File: src/rtl/dmem_arbiter.sv
// dmem_arbiter: shares one single-ported data memory between the CPU load/store
// path and a debug/loader port. Each access is serialised as IDLE -> GRANT -> DONE.
// The CPU is stalled while it waits. The debug port gets a grant after at most
// STARVE_LIMIT consecutive contended CPU grants.
//
// Ports:
//   clk, rst                                  clock (rising edge), async active-low reset
//   cpu_req/cpu_we/cpu_addr/cpu_wdata         CPU request side (held until cpu_ack)
//   cpu_rdata/cpu_ack/cpu_stall               CPU response side (cpu_stall is combinational)
//   dbg_req/dbg_we/dbg_addr/dbg_wdata         debug request side (held until dbg_ack)
//   dbg_rdata/dbg_ack                         debug response side
//   mem_read/mem_write/mem_addr/mem_wdata     to dataMemory
//   mem_rdata                                 from dataMemory (combinational read)
module dmem_arbiter #(
    parameter int unsigned AW           = 32,
    parameter int unsigned DW           = 32,
    parameter int unsigned STARVE_LIMIT = 4
) (
    input  logic          clk,
    input  logic          rst,
    input  logic          cpu_req,
    input  logic          cpu_we,
    input  logic [AW-1:0] cpu_addr,
    input  logic [DW-1:0] cpu_wdata,
    output logic [DW-1:0] cpu_rdata,
    output logic          cpu_ack,
    output logic          cpu_stall,
    input  logic          dbg_req,
    input  logic          dbg_we,
    input  logic [AW-1:0] dbg_addr,
    input  logic [DW-1:0] dbg_wdata,
    output logic [DW-1:0] dbg_rdata,
    output logic          dbg_ack,
    output logic          mem_read,
    output logic          mem_write,
    output logic [AW-1:0] mem_addr,
    output logic [DW-1:0] mem_wdata,
    input  logic [DW-1:0] mem_rdata
);

    localparam int unsigned CW = $clog2(STARVE_LIMIT + 2);

    localparam logic [1:0] S_IDLE      = 2'd0;
    localparam logic [1:0] S_GRANT_CPU = 2'd1;
    localparam logic [1:0] S_GRANT_DBG = 2'd2;
    localparam logic [1:0] S_DONE      = 2'd3;

    logic [1:0]    state_q,     state_d;
    logic [CW-1:0] starve_q,    starve_d;
    logic          mem_read_q,  mem_read_d;
    logic          mem_write_q, mem_write_d;
    logic [AW-1:0] mem_addr_q,  mem_addr_d;
    logic [DW-1:0] mem_wdata_q, mem_wdata_d;
    logic          cpu_ack_q,   cpu_ack_d;
    logic          dbg_ack_q,   dbg_ack_d;
    logic [DW-1:0] cpu_rdata_q, cpu_rdata_d;
    logic [DW-1:0] dbg_rdata_q, dbg_rdata_d;
    logic          grant_cpu,   grant_dbg;

    // Next-state, arbitration and memory-command decode
    always_comb begin
        state_d     = state_q;
        starve_d    = starve_q;
        mem_read_d  = 1'b0;
        mem_write_d = 1'b0;
        mem_addr_d  = mem_addr_q;
        mem_wdata_d = mem_wdata_q;
        cpu_ack_d   = 1'b0;
        dbg_ack_d   = 1'b0;
        cpu_rdata_d = cpu_rdata_q;
        dbg_rdata_d = dbg_rdata_q;
        grant_cpu   = 1'b0;
        grant_dbg   = 1'b0;

        case (state_q)
            S_IDLE: begin
                // Debug wins when alone, or when the CPU has used up its contended budget
                if (dbg_req && (!cpu_req || (starve_q == CW'(STARVE_LIMIT)))) begin
                    grant_dbg = 1'b1;
                end else if (cpu_req) begin
                    grant_cpu = 1'b1;
                end
            end
            S_GRANT_CPU: begin
                cpu_rdata_d = mem_rdata;
                cpu_ack_d   = 1'b1;
                state_d     = S_DONE;
            end
            S_GRANT_DBG: begin
                dbg_rdata_d = mem_rdata;
                dbg_ack_d   = 1'b1;
                state_d     = S_DONE;
            end
            S_DONE: begin
                state_d = S_IDLE;
            end
            default: begin
                state_d = S_IDLE;
            end
        endcase

        if (grant_cpu) begin
            state_d     = S_GRANT_CPU;
            mem_read_d  = ~cpu_we;
            mem_write_d = cpu_we;
            mem_addr_d  = cpu_addr;
            mem_wdata_d = cpu_wdata;
        end else if (grant_dbg) begin
            state_d     = S_GRANT_DBG;
            mem_read_d  = ~dbg_we;
            mem_write_d = dbg_we;
            mem_addr_d  = dbg_addr;
            mem_wdata_d = dbg_wdata;
        end

        // A CPU grant while debug is waiting counts towards starvation
        if (!dbg_req || grant_dbg) begin
            starve_d = '0;
        end else if (grant_cpu && (starve_q != CW'(STARVE_LIMIT))) begin
            starve_d = starve_q + CW'(1);
        end
    end

    // State and registered outputs
    always_ff @(posedge clk or negedge rst) begin
        if (!rst) begin
            state_q     <= S_IDLE;
            starve_q    <= '0;
            mem_read_q  <= 1'b0;
            mem_write_q <= 1'b0;
            mem_addr_q  <= '0;
            mem_wdata_q <= '0;
            cpu_ack_q   <= 1'b0;
            dbg_ack_q   <= 1'b0;
            cpu_rdata_q <= '0;
            dbg_rdata_q <= '0;
        end else begin
            state_q     <= state_d;
            starve_q    <= starve_d;
            mem_read_q  <= mem_read_d;
            mem_write_q <= mem_write_d;
            mem_addr_q  <= mem_addr_d;
            mem_wdata_q <= mem_wdata_d;
            cpu_ack_q   <= cpu_ack_d;
            dbg_ack_q   <= dbg_ack_d;
            cpu_rdata_q <= cpu_rdata_d;
            dbg_rdata_q <= dbg_rdata_d;
        end
    end

    assign mem_read  = mem_read_q;
    assign mem_write = mem_write_q;
    assign mem_addr  = mem_addr_q;
    assign mem_wdata = mem_wdata_q;
    assign cpu_ack   = cpu_ack_q;
    assign dbg_ack   = dbg_ack_q;
    assign cpu_rdata = cpu_rdata_q;
    assign dbg_rdata = dbg_rdata_q;

    // Freeze the pipeline from request until the ack cycle
    assign cpu_stall = cpu_req & ~cpu_ack_q;

endmodule

File: config.mk
export PLATFORM = sky130hd
export DESIGN_NAME = dmem_arbiter
export DESIGN_NICKNAME = d
export VERILOG_FILES = /design/src/rtl/dmem_arbiter.sv
export SDC_FILE = /design/constraint.sdc
export NUM_CORES = 1
export LEC_CHECK = 0
export CAP_MARGIN = 20
export CORE_MARGIN = 1
export CORE_UTILIZATION = 45
export DETAILED_ROUTE_END_ITERATION = 7
export HOLD_SLACK_MARGIN = 0.15
export PLACE_DENSITY = 0.92
export SLEW_MARGIN = 25
export SYNTH_ARGS = -nofsm -noshare
export SYNTH_HDL_FRONTEND = slang
export SYNTH_SLANG_ARGS = --single-unit
File: constraint.sdc
create_clock -name clk -period 3.7 [get_ports clk]
set_input_delay 0.555 -clock clk [delete_from_list [all_inputs] [get_ports clk]]
set_output_delay 0.555 -clock clk [all_outputs]
set_load 0.02 [all_outputs]
==> results of run 1 <==
flip-flops by register name, summed over array words and instances (netlist names):
register   cells
cpu_ack        1
cpu_rdata     32
dbg_ack        1
dbg_rdata     32
mem_addr      32
mem_read       1
mem_wdata     32
mem_write      1
starve_q       3
state_q        2
cell usage in the layout, fill, tap and decap left out, drive strengths merged, types with 2 or more instances in the layout:
cell type and n:
nor2 3, mux2 64, o2111ai 64, bufinv 3, o211ai 66, clkinv 5, dfrtp 137, nand2 3
o21ai 65, o21a 2, a21oi 6, ha 2, clkbuf 19, clkdlybuf4s50 296, buf 14, inv 73
area by class of cell:
class / count / area [µm²] / share of cell area [%]
clock buffers: 19 / 443 / 4.43
well taps: 180 / 225 / 2.25
clock inverters: 13 / 168 / 1.68
repair buffers: 310 / 3080 / 30.9
multi-input cells: 289 / 2380 / 23.9
flip-flops and latches: 137 / 3430 / 34.3
inverters: 69 / 259 / 2.59
worst min-delay path by stage:
stage	slack, ns	cells after the start	end	startpoint
after floorplan	0.26	0	cpu_ack$_DFF_PN0_	rst
after CTS	0.20	1	dbg_rdata[12]$_DFFE_PN0P_	rst
final	0.17	1	cpu_rdata[10]$_DFFE_PN0P_	rst
after global routing	0.22	1	dbg_rdata[12]$_DFFE_PN0P_	rst
after global placement	0.49	1	dbg_rdata[23]$_DFFE_PN0P_	dbg_rdata[23]$_DFFE_PN0P_
after detailed placement	0.49	1	dbg_rdata[23]$_DFFE_PN0P_	dbg_rdata[23]$_DFFE_PN0P_
routing by layer:
metal / vias up / wire length, µm
met5: - / 0
met4: 0 / 834
met3: 67 / 1320
met2: 309 / 10200
met1: 2819 / 7740
li1: 2599 / -
power by group through the flow:
stage | Combinational, mW | Sequential, mW | Clock, mW
after CTS | 4.23 | 2.62 | 1.78
after global routing | 4.43 | 2.70 | 1.84
after detailed placement | 4.21 | 2.62 | 0
after global placement | 4.11 | 2.59 | 0
after floorplan | 1.36 | 3.46 | 0
final | 4.20 | 2.62 | 1.76
metrics by stage:
stage	power, mW	setup WS (ns)
2_1_floorplan	4.82	2.03
3_3_place_gp	6.70	0.982
3_5_place_dp	6.84	0.956
4_1_cts	8.62	0.944
5_1_grt	8.97	0.838
6_report	8.58	0.939
cell families (layout without fill, tap and decap cells):
logic type / count (synthesis) / count (layout) / synth area share [%]
AO/OA/AOI/OAI: 208 / 208 / 24.2
flip-flops: 137 / 137 / 54.0
multiplexers: 64 / 64 / 11.4
buffers and inverters: 128 / 411 / 8.72
adder cells (fa/ha/maj): 2 / 2 / 0.394
AND/OR/NAND/NOR: 15 / 15 / 1.26
worst max-delay path, stage by stage:
cell and delay [ns]:
sky130_fd_sc_hd__clkdlybuf4s50_1 0.62, sky130_fd_sc_hd__inv_2 0.23, sky130_fd_sc_hd__nor2_1 0.14, sky130_fd_sc_hd__clkdlybuf4s50_1 0.65
==> impl_results.rst, run 1 <==
.. list-table::
   :header-rows: 1

   * - Metric
     - Value
   * - Cell Area, Placed
     - 9380 µm²
   * - GR peak layer
     - met2
   * - Seq cells post-synth
     - 137
   * - Worst setup path startpoint
     - cpu_req
   * - Slew at the pin with the worst max-slew slack
     - 0.746 ns
   * - Ranking of synthesized cells by area
     - sky130_fd_sc_hd__dfrtp_1 (54%), sky130_fd_sc_hd__mux2_2 (11%), sky130_fd_sc_hd__o2111ai_1 (8.8%)
   * - Most used standard cell by instance count after synthesis
     - sky130_fd_sc_hd__dfrtp_1
   * - Total inserted antenna cells
     - 0
   * - Final worst-path cycle share
     - 74.6%
   * - Startpoint of the most critical register-to-register path
     - state_q[1]$_DFFE_PN0P_
   * - Leak pwr
     - 4.11 nW
   * - Internal power consumption
     - 5.41 mW
   * - Antenna violations before repair
     - 0
   * - Critical Path Fanout Max
     - 22
   * - Run status
     - complete, no violations
   * - Post-CTS setup buffer count
     - 0
   * - Number of standard cells in the final layout excluding fillers
     - 1017
   * - Number of warnings reported in the yosys synthesis log
     - 0
   * - Routability congestion estimate
     - 0.827
   * - Vias in the first global route
     - 5712
   * - MaxCap Viol Count
     - 0
   * - Vertical die dimension
     - 121 µm
   * - GRT met1 Usage
     - 33.7%
   * - Total non-filler cell area in the finished layout
     - 9990 µm²
   * - Final routed wirelength across all metal layers
     - 20100 µm
   * - Avg Cell Area, Syn
     - 11.5 µm²
   * - Maximum operating frequency
     - 362 MHz
   * - Capturing instance or port of the critical path
     - cpu_stall
   * - Clock latency of the later-clocked register in the worst-skew pair
     - 0.42 ns
   * - Clock transition at path regs
     - 0.06 ns
   * - Synth-to-layout area growth
     - 57.4%
   * - Proportion of netlist area held by the largest area contributor
     - 54.0%
   * - Routed via count divided by cell count
     - 5.70
   * - Total clock sinks
     - 137
   * - Number of H-tree levels
     - 4
   * - Type of element capturing the critical path
     - primary output
   * - CTS Buffer Depth
     - 2
   * - Portion of total power attributed to sequential cells
     - 30.6%
   * - Leftover overflow at the end of global routing
     - 0
   * - Type of the worst setup path
     - in -> out
   * - Async set-or-reset flop fraction in the synthesized netlist
     - 100%
   * - Wire length per cell after detailed routing
     - 19.7 µm
   * - Total number of vias
     - 5794
   * - Switch share
     - 36.9%
   * - Fraction of layout instances using a drive strength above 1
     - 15.7%
   * - Hold buffer count at CTS
     - 0
   * - Area of the die
     - 14600 µm²
   * - Cell at the root of the clock tree
     - sky130_fd_sc_hd__clkbuf_16
   * - Initial standard-cell utilization of the core
     - 45.9%
   * - End of the worst register-to-register path
     - mem_addr[18]$_DFFE_PN0P_
   * - Synthesized instance count
     - 554
   * - Worst slew margin relative to its limit
     - 50.3%
   * - Site row count
     - 43
   * - Number of failing setup endpoints in the final timing report
     - 0
   * - Total power per unit cell area
     - 859 nW/µm²
   * - Die outline width
     - 121 µm
   * - Number of iterations in the first detailed-routing pass
     - 4
   * - Global-route met3 utilization
     - 5.61%
   * - Global-route wire length before repair
     - 30700 µm
   * - Number of buffers inserted during clock tree synthesis
     - 17
   * - Met2 Usage GRT
     - 46.1%
   * - Syn Nets
     - 722
   * - First-iteration detailed-routing DRC count
     - 466
   * - Count of antenna-violating nets left after detailed routing
     - 0
   * - Top-level port count
     - 299
   * - Min-Delay Path Class
     - in -> async
   * - Total Negative Setup Slacks
     - 0 ns
   * - Drc violations
     - 0
   * - Net total in the final layout
     - 992
   * - TritonCTS clock tree
     - built
   * - Global router's overall resource usage
     - 27.8%
   * - Utilization of the core after routing
     - 72.2%
   * - Cell taking the most area after synthesis
     - sky130_fd_sc_hd__dfrtp_1
   * - Gates resized, CTS repair
     - 0
   * - Distinct cell type count of the synthesized netlist
     - 30
   * - Dominant register cell in the synthesized netlist
     - sky130_fd_sc_hd__dfrtp_1
   * - Unrepaired setup endpoints after global routing
     - no
   * - Core Region
     - 13800 µm²
   * - Worst path required time
     - 3.14 ns
   * - Element type at the critical path start
     - input pin
   * - Number of enable flip-flop cells after synthesis
     - 0
   * - Layout Skew
     - 0.00621 ns
   * - Number of pins exceeding their max-slew limit in the final report
     - 0
   * - Combinational share of power
     - 49.0%
   * - CP Data Arrival Time
     - 2.21 ns
   * - Final hold violations
     - 0
   * - HPWL Detailed
     - 13600 µm
   * - IO Port Bufs
     - 298
   * - Portion of the post-synthesis area used by sequential elements
     - 54.0%
   * - Net Switching
     - 3.17 mW
   * - Pin count of the biggest net entering global routing
     - 80
   * - Clock network fraction of design power
     - 20.5%
   * - Fillers
     - 959
   * - Length in cells of the worst reg-to-reg path
     - 4
   * - Minimum hold slack
     - 0.173 ns
   * - Placed cell count
     - 985
   * - Reg2Reg Setup Slack
     - 1.63 ns
   * - Tmin final
     - 2.76 ns
   * - Syn Std Cell Area
     - 6340 µm²
   * - List of most frequent post-synthesis cells
     - sky130_fd_sc_hd__dfrtp_1 (137), sky130_fd_sc_hd__inv_1 (69), sky130_fd_sc_hd__o21ai_0 (65), sky130_fd_sc_hd__mux2_2 (64), sky130_fd_sc_hd__o2111ai_1 (64)
   * - Worst vdd rail ir drop
     - 376 µV
(Power assumes the default switching activity.)
==> run 2: changes to the inputs <==
--- a/config.mk
+++ b/config.mk
@@ -7,10 +7,10 @@
 export LEC_CHECK = 0
 export CAP_MARGIN = 20
 export CORE_MARGIN = 1
-export CORE_UTILIZATION = 45
+export CORE_UTILIZATION = 37
 export DETAILED_ROUTE_END_ITERATION = 7
 export HOLD_SLACK_MARGIN = 0.15
-export PLACE_DENSITY = 0.92
+export PLACE_DENSITY = 0.81
 export SLEW_MARGIN = 25
 export SYNTH_ARGS = -nofsm -noshare
 export SYNTH_HDL_FRONTEND = slang
==> constraint.sdc (replaced) <==
create_clock -name clk -period 2.2 [get_ports clk]
set_input_delay 0.33 -clock clk [delete_from_list [all_inputs] [get_ports clk]]
set_output_delay 0.33 -clock clk [all_outputs]
set_load 0.02 [all_outputs]
==> run 2 against run 1 <==
  * Hold slack better by 0.25 ns
  * Flip-flop and latch count stayed put
  * Sequential share of layout area is 0.70 points lower
  * Sequential power is 66% higher
  * Cell area is 2.1% higher
  * Setup slack worse by 0.69 ns
  * Register-to-register slack worse by 1.2 ns
  * Clock skew is 0.0048 ns higher
  * Total power is 69% higher
  * Utilization is 11 points lower
  * Largest power group unchanged
==> impl_results.rst, run 2 (synthesis gave the netlist of run 1 again) <==
.. list-table::
   :header-rows: 1

   * - Metric
     - Value
   * - Run status
     - complete, no violations
   * - Number of H-tree levels
     - 4 (unchanged)
   * - Net Switching
     - 5.36 mW (+69%)
   * - Worst setup path startpoint
     - cpu_req
   * - Terminating pin of the worst hold path
     - starve_q[0]$_DFFE_PN0P_
   * - TritonCTS clock tree
     - built
   * - Global-route wire length before repair
     - 31700 µm (+3.4%)
   * - Number of buffers inserted during clock tree synthesis
     - 17 (unchanged)
   * - Count of antenna-violating nets left after detailed routing
     - 0 (unchanged)
   * - Cell at the root of the clock tree
     - sky130_fd_sc_hd__clkbuf_16
   * - Clock network fraction of design power
     - 20.2% (-0.3 points)
   * - Clock transition at path regs
     - 0.06 ns (about the same)
   * - Combinational share of power
     - 49.7% (+0.7 points)
   * - CTS Buffer Depth
     - 2 (unchanged)
   * - Number of iterations in the first detailed-routing pass
     - 5 (+1)
   * - Critical Path Fanout Max
     - 4 (-82%)
   * - Element type at the critical path start
     - input pin
   * - Wire length per cell after detailed routing
     - 18.8 µm (-4.8%)
   * - Total clock sinks
     - 137 (unchanged)
   * - Initial standard-cell utilization of the core
     - 38.1% (-7.8 points)
   * - Core Region
     - 16600 µm² (+20%)
   * - Tmin final
     - 1.95 ns
   * - Vertical die dimension
     - 133 µm (+10%)
   * - Total power consumption of the routed design
     - 14.5 mW (+69%)
   * - Drc violations
     - 0 (unchanged)
   * - Antenna violations before repair
     - 0 (unchanged)
   * - Number of failing setup endpoints in the final timing report
     - 0 (unchanged)
   * - Final worst-path cycle share
     - 88.5%
   * - Leak pwr
     - 4.19 nW (+2.0%)
   * - Most common cell after layout, fill and taps aside
     - sky130_fd_sc_hd__clkdlybuf4s50_1
   * - Final routed wirelength across all metal layers
     - 20100 µm (+0.20%)
   * - Type of the worst setup path
     - in -> out
   * - Internal power consumption
     - 9.10 mW (+68%)
   * - Gates resized, CTS repair
     - 0 (unchanged)
   * - CP Data Arrival Time
     - 1.62 ns (-0.59 ns)
   * - Total number of vias
     - 5699 (-1.6%)
   * - Total inserted antenna cells
     - 0 (unchanged)
   * - Switch share
     - 37.1% (+0.14 points)
   * - Length in cells of the worst reg-to-reg path
     - 6 (+2)
   * - Fillers
     - 1365 (+42%)
   * - Worst vdd rail ir drop
     - 662 µV (+76%)
   * - Top-level port count
     - 299 (unchanged)
   * - Area of the die
     - 17700 µm² (+21%)
   * - First-iteration detailed-routing DRC count
     - 254 (-45%)
   * - Synth-to-layout area growth
     - 60.7%
   * - Min-Delay Path Depth
     - 3
   * - Total Negative Setup Slacks
     - 0 ns (unchanged)
   * - Hold_sp
     - dbg_req
   * - Pin count of the biggest net entering global routing
     - 65 (-19%)
   * - Maximum operating frequency
     - 514 MHz
   * - MaxCap Viol Count
     - 0 (unchanged)
   * - Total non-filler cell area in the finished layout
     - 10200 µm² (+2.1%)
   * - Min-Delay Path Class
     - in -> reg
   * - Pre-CTS worst setup slack
     - 0.262 ns (-0.694 ns)
   * - Worst slew margin relative to its limit
     - 64.7% (+14 points)
   * - Slew at the pin with the worst max-slew slack
     - 0.530 ns (-0.216 ns)
   * - Cell chain of the critical path
     - clkdlybuf4s50_1, inv_2, nor2_1, clkdlybuf4s50_1
   * - Number of pins exceeding their max-slew limit in the final report
     - 0 (unchanged)
   * - HPWL Detailed
     - 13700 µm (+0.78%)
   * - End of the worst register-to-register path
     - mem_addr[23]$_DFFE_PN0P_
   * - Clock latency of the later-clocked register in the worst-skew pair
     - 0.42 ns (about the same)
   * - Type of element capturing the critical path
     - primary output
   * - Maximum cell stage delay along the critical path
     - 0.60 ns (-0.05 ns)
   * - Layout Skew
     - 0.0110 ns (+0.00484 ns)
   * - Unrepaired setup endpoints after global routing
     - no
   * - Die outline width
     - 133 µm (+10%)
   * - Fraction of layout instances using a drive strength above 1
     - 17.0% (+1.4 points)
   * - Routed via count divided by cell count
     - 5.32 (-6.6%)
   * - Portion of total power attributed to sequential cells
     - 30.2% (-0.4 points)
   * - Cell mode on critical path
     - sky130_fd_sc_hd__clkdlybuf4s50_1
   * - Routability congestion estimate
     - 0.779 (-5.8%)
   * - Cell Area, Placed
     - 9580 µm² (+2.2%)
   * - Global router's overall resource usage
     - 23.1% (-4.7 points)
   * - Most used cells in the layout excluding fill and tap cells
     - sky130_fd_sc_hd__clkdlybuf4s50_1 (296), sky130_fd_sc_hd__dfrtp_1 (137), sky130_fd_sc_hd__inv_1 (68), sky130_fd_sc_hd__o21ai_0 (65)
   * - Startpoint of the most critical register-to-register path
     - starve_q[0]$_DFFE_PN0P_
   * - IO Port Bufs
     - 298 (unchanged)
   * - Reg2Reg Setup Slack
     - 0.40 ns (-1.23 ns)
   * - Final worst setup slack
     - 0.254 ns (-0.686 ns)
   * - Leftover overflow at the end of global routing
     - 0 (unchanged)
   * - Worst path required time
     - 1.87 ns (-1.27 ns)
   * - Net total in the final layout
     - 1006 (+1.4%)
   * - Worst-path cell with the longest stage delay
     - sky130_fd_sc_hd__clkdlybuf4s50_1
   * - Final hold violations
     - 0 (unchanged)
   * - Site row count
     - 47 (+9.3%)
   * - Total power per unit cell area
     - 1420 nW/µm² (+65%)
   * - Vias in the first global route
     - 5826 (+2.0%)
run 2: cell types whose count changed in the layout (fill, tap and decap cells not counted), sizes merged:
cell and delta:
bufinv -1, clkbuf -1, dlygate4sd3 +1, clkinv +2
buf +13
run 2: worst max-delay path: cells and delay by family:
family	cells	cell delay, ns
buffers and inverters	3	1.19
AND/OR/NAND/NOR	1	0.10
run 2: layer usage:
metal / track usage [%] / wire length, µm
met3: 5.21 / 1260
met1: 28.7 / 8280
met2: 37.8 / 9910
met5: 0 / 0
met4: 11.4 / 654
run 2: area by class of cell:
cell class                 count  area (µm²)  area share [%]
sequential                   137        3430            33.6
timing repair buffer         324        3240            31.8
multi-input combinational    289        2390            23.4
clock buffer                  18         439            4.31
tap                          220         275            2.70
inverter                      69         259            2.54
clock inverter                14         165            1.62
run 2: power by group through the flow:
| stage | Clock [mW] | Combinational [mW] | Sequential, mW |
|---|---|---|---|
| CTS | 2.98 | 7.26 | 4.36 |
| finish | 2.92 | 7.18 | 4.36 |
| global route | 3.08 | 7.58 | 4.51 |
| detailed placement | 0 | 7.24 | 4.37 |
| global placement | 0 | 7.13 | 4.32 |
| floorplan | 0 | 2.29 | 5.81 |
run 2: timing repair:
action / CTS / global route
hold buffers: 1 / 0
setup buffers: 0 / 0
hold endpoints to repair: 43 / 0
run 2: how the worst max path moves through the flow:
stage | slack [ns] | end | cells after the start
floorplan | 0.55 | mem_addr[26]$_DFFE_PN0P_ | 8
global placement | 0.26 | cpu_stall | 4
detailed placement | 0.26 | cpu_stall | 4
CTS | 0.25 | cpu_stall | 4
global route | 0.22 | cpu_stall | 4
finish | 0.25 | cpu_stall | 4
run 2: stage by stage:
stage               std cells  utilization (%)  hold WS (ns)
floorplan                 554                -        0.0344
global placement         1038             57.6         0.306
detailed placement       1038             57.6         0.307
CTS                      1071             61.3         0.405
global route             1071             61.3         0.429
finish                   1071             61.3         0.424
==> variant 1: new RTL, flow settings as in run 2 <==
`mem_addr_q` no longer has a reset.
--- a/src/rtl/dmem_arbiter.sv
+++ b/src/rtl/dmem_arbiter.sv
@@ -129,5 +129,4 @@
             mem_read_q  <= 1'b0;
             mem_write_q <= 1'b0;
-            mem_addr_q  <= '0;
             mem_wdata_q <= '0;
             cpu_ack_q   <= 1'b0;
@@ -140,5 +139,4 @@
             mem_read_q  <= mem_read_d;
             mem_write_q <= mem_write_d;
-            mem_addr_q  <= mem_addr_d;
             mem_wdata_q <= mem_wdata_d;
             cpu_ack_q   <= cpu_ack_d;
@@ -147,4 +145,8 @@
             dbg_rdata_q <= dbg_rdata_d;
         end
+    end
+
+    always_ff @(posedge clk) begin
+        mem_addr_q <= mem_addr_d;
     end
 
Behaviour: not the same (a bounded check fails within 4 cycles, from zero or initial values and one cycle with rst low).
==> variant 1 against run 2 <==
Core utilization is 1.8 points higher. Largest cell class unchanged. Sequential cell count stayed put. Count of clock-buffer cells in the layout stayed put. Sequential share of layout area is 3.5 points higher. Wire length is 18% lower. Total power is 6.9% lower. Design area is 5.3% lower. Clock skew hardly changed. Final cell count is 11% lower. Synthesized area is 8.0% lower. Hold slack better by 0.028 ns. Setup slack worse by 0.10 ns.
==> variant 1: results (changes against run 2) <==
First DRT Iteration DRCs - 249 (-2.0%)
Clk buf depth - 2 (unchanged)
XOR/XNOR Fraction of Synth Area - 0.00300 (+0.00300)
Global-route wire length before repair - 25.2 mm (-21%)
CTS Buf Count - 17 (unchanged)
Reg-to-reg slack, setup - 0.30 ns (-0.10 ns)
Synth Net Count - 599 (-17%)
H-Tree Depth - 4 (unchanged)
Comb. pwr - 0.00640 W (-11%)
Cell variety after synth - 32 (+6.7%)
Clk slew on worst S/H paths - 0.06 ns (about the same)
WP data arrival - 1.72 ns (+0.10 ns)
Worst Tran Pin Value - 0.983 ns (+0.454 ns)
Gr usage total - 0.204 (-0.0266)
Initial antenna violation count - 0 (unchanged)
Seq pwr - 0.00440 W (+0.9%)
Final WL - 16.5 mm (-18%)
Max FO, Critical Path - 2 (-2)
Top post-synthesis cells by area - dfrtp_1 45%, edfxtp_1 16%, mux2_2 15%, o311ai_1 4.8%, mux2_1 3.9%
Slowest stage delay, CP - 0.64 ns (+0.04 ns)
Peak supply drop - 0.710 mV (+7.3%)
Drt pass-1 iters - 4 (-1)
Post-CTS setup buffer count - 0 (unchanged)
Vias in the first global route - 4892 (-16%)
Asr flop ratio synth - 0.766 (-0.234)
Via density - 4.97 (-6.5%)
Post-DP Area - 9090 um2 (-5.1%)
Worst slack, placed - 0.100 ns (-0.162 ns)
Root Driver - clkbuf_16
Top FF cell, synth - dfrtp_1
Cts hold-fix bufs - 1 (unchanged)
Post-synthesis compound-gate area fraction - 0.0858 (-0.157)
Mux contribution to synthesized area - 0.185 (+0.0717)
Most frequent cells after synthesis - 105 x dfrtp_1, 76 x mux2_2, 38 x inv_1
Leakage - 3.85 nW (-8.2%)
CP max stage cell - clkdlybuf4s50_1
Share of cells above drive strength 1 - 0.176 (+0.00569)
Delay-heaviest family, CP - buffers and inverters
Synthesis Warnings - 0 (unchanged)
Nets - 899 (-11%)
Largest net degree at the start of global routing - 45 (-31%)
Post-route clock skew - 0.0109 ns (-0.000133 ns)
RePlAce Congestion - 0.850 (+9.1%)
Total Power - 0.0135 W (-6.9%)
Clk Latency, worst-skew pair - 0.42 ns (about the same)
Worst hold path type - in2async
Sequential share of the synthesized area - 0.615 (+0.0747)
Number of synthesized flops with an enable pin - 32 (+32)
ANT cells - 0 (unchanged)
Post-CTS Resized - 0 (unchanged)
Status - finished, final reports clean
Final period util - 0.931 (+0.0462)
Synth Area in Adders - 0.00429 (+0.000345)
Power Internal - 0.00863 W (-5.2%)
IO Port Bufs - 298 (unchanged)
DPL Wire Length - 12.2 mm (-11%)
## variant 1: cell count changes after synthesis, moves of 20 or more
cell       delta
o21ai_0      -32
o311ai_1     +32
edfxtp_1     +32
inv_1        -31
mux2_1       +20
o211ai_1     -51
o2111ai_1    -64
dfrtp_1      -32
nand4_1      +31
## variant 1: through the flow
stage | hold WS (ns) | std cells
2_1_floorplan | 0.0344 | 431
3_3_place_gp | 0.343 | 922
3_5_place_dp | 0.355 | 922
4_1_cts | 0.442 | 955
5_1_grt | 0.486 | 955
6_report | 0.452 | 955
## variant 1: cell type report
| cell class | instances | area [um2] |
|---|---|---|
| fillers | 1183 | 5660 |
| flip-flops and latches | 137 | 3590 |
| repair buffers | 317 | 3180 |
| multi-input cells | 220 | 1930 |
| clock buffers | 18 | 429 |
| well taps | 211 | 264 |
| inverters | 38 | 143 |
| clock inverters | 14 | 121 |
## variant 1: cells by family after synthesis
logic type,Yosys count
mux,96
fa+ha+maj,2
buf+inv,74
flops,137
xor+xnor,2
compound gates,73
simple gates,47
## variant 1: routing by layer
layer,routed length [um],part of all wire,global-route usage,vias to the layer above
met5,0,0,0,-
met4,226,0.014,0.0706,0
met3,1350,0.082,0.0645,24
met2,8620,0.52,0.370,262
met1,6250,0.38,0.226,2264
li1,-,-,-,2199
## variant 1: path summary, 6_finish.rpt
check | from | endpoint | cells past startpoint
max reg2reg | starve_q[0] | mem_wdata[5] | 7
max in group asynchronous | rst | dbg_rdata[1] | 3
min reg2reg | dbg_rdata[21] | dbg_rdata[21] | 1
min in group clk | dbg_wdata[31] | mem_wdata[31] | 3
max | cpu_ack | cpu_stall | 2
min | rst | mem_wdata[8] | 2
==> variant 2: new RTL, flow settings as in run 2 <==
Without the edit above. `DW`: 32 -> 24.
--- a/src/rtl/dmem_arbiter.sv
+++ b/src/rtl/dmem_arbiter.sv
@@ -14,5 +14,5 @@
 module dmem_arbiter #(
     parameter int unsigned AW           = 32,
-    parameter int unsigned DW           = 32,
+    parameter int unsigned DW           = 24,
     parameter int unsigned STARVE_LIMIT = 4
 ) (
Interface: changed (6 resized); port bits go from 299 to 251. No check against the original RTL was run, so the function may have changed too.
==> variant 2 against run 2 <==
Count of clock-buffer cells in the layout is 5 higher. Wire length decreased by 15%. Non-clock buffer count down 54. Sequential cell count down 24. Total power decreased by 14%. Hold slack got worse by 0.0021 ns. Combinational power down 18%. Setup slack better by 0.017 ns. First-iteration DRC count is 20% lower. Core utilization grew 0.93 points. Design area fell by 14%. Synthesized area decreased by 14%. Largest cell class unchanged. Highest routed layer unchanged.
==> variant 2: results (changes against run 2) <==
Status - finished, final reports clean
ANT cells - 0 (unchanged)
Placed instance count - 872 (-16%)
Vias in the first global route - 5172 (-11%)
Sequential share of the synthesized area - 0.521 (-0.0196)
Share of cells above drive strength 1 - 0.178 (+0.00754)
Peak supply drop - 0.817 mV (+24%)
Clk Latency, worst-skew pair - 0.41 ns
Cell variety after synth - 32 (+6.7%)
WP data arrival - 1.60 ns (-0.02 ns)
Leakage - 3.68 nW (-12%)
Gr usage total - 0.230 (-0.00109)
IO Port Bufs - 250 (-16%)
Global-route wire length before repair - 26.4 mm (-17%)
Synth Net Count - 618 (-14%)
Mapped Cells - 474 (-14%)
Most frequent cells after synthesis - 113 x dfrtp_1, 60 x inv_1, 57 x o21ai_0
Drt pass-1 iters - 4 (-1)
Initial antenna violation count - 0 (unchanged)
RePlAce Congestion - 0.781 (+0.26%)
Nets - 856 (-15%)
Max FO, Critical Path - 3 (-1)
Post-route clock skew - 0.00990 ns (-0.00115 ns)
Final WL - 17.0 mm (-15%)
Largest net degree at the start of global routing - 63 (-3.1%)
Reg2reg end - mem_addr[8]
DPL Wire Length - 11.9 mm (-13%)
Worst slew margin - 0.673 (+0.0264)
Top post-synthesis cells by area - dfrtp_1 52%, o211ai_2 9.2%, o2111ai_1 9.0%, mux2_2 6.6%, o21ai_0 5.3%
Asr flop ratio synth - 1.00 (unchanged)
Reg-to-reg slack, setup - 0.37 ns (-0.03 ns)
Routed length per instance - 18.8 um (+0.13%)
First DRT Iteration DRCs - 204 (-20%)
DR vias - 4974 (-13%)
Worst hold path type - in2async
variant 2: cell count changes after synthesis, sizes merged:
cell / before / now
buf: 20 / 12
o2111ai: 64 / 56
inv: 69 / 61
o21ai: 65 / 57
mux2: 64 / 48
dfrtp: 137 / 113
o211ai: 66 / 58
variant 2: cells by family after synthesis:
group                      count (synthesis)  synth area share
AOI/OAI and AO/OA                        184             0.276
adders and majority gates                  2           0.00461
buffers and inverters                    112            0.0846
DFF                                      113             0.521
muxes                                     48            0.0995
and+or+nand+nor                           15            0.0147
variant 2: power by group:
part / switching [W] / internal [W]
Sequential: 0.000573 / 0.00309
Clock: 0.000956 / 0.00195
Combinational: 0.00297 / 0.00294
variant 2: worst max-delay path: stages:
cell and delay [ns]:
clkdlybuf4s50_1 0.49, inv_2 0.06, nor2_1 0.10, clkdlybuf4s50_1 0.62
variant 2: layer usage:
| layer | global-route usage | wire [um] | vias to the layer above |
|---|---|---|---|
| met4 | 0.100 | 416 | 0 |
| met1 | 0.269 | 6650 | 2473 |
| met2 | 0.388 | 8780 | 227 |
| li1 | - | - | 2241 |
| met5 | 0 | 0 | - |
| met3 | 0.0701 | 1170 | 33 |
variant 2: cell type report:
class                   count  area [um2]
inverters                  61         229
multi-input cells         249        2160
flip-flops and latches    113        2830
clock buffers              23         468
clock inverters             9         155
well taps                 180         225
repair buffers            270        2700
fillers                  1128        5330
variant 2: per-stage QoR:
stage	area [um2]	setup WS [ns]	hold WS, ns	total power, W
after floorplan	5430	0.522	0.0344	0.00673
after global placement	8130	0.239	0.320	0.00939
after detailed placement	8130	0.201	0.327	0.00959
after CTS	8770	0.258	0.430	0.0126
after global routing	8770	0.213	0.445	0.0131
final	8770	0.270	0.422	0.0125
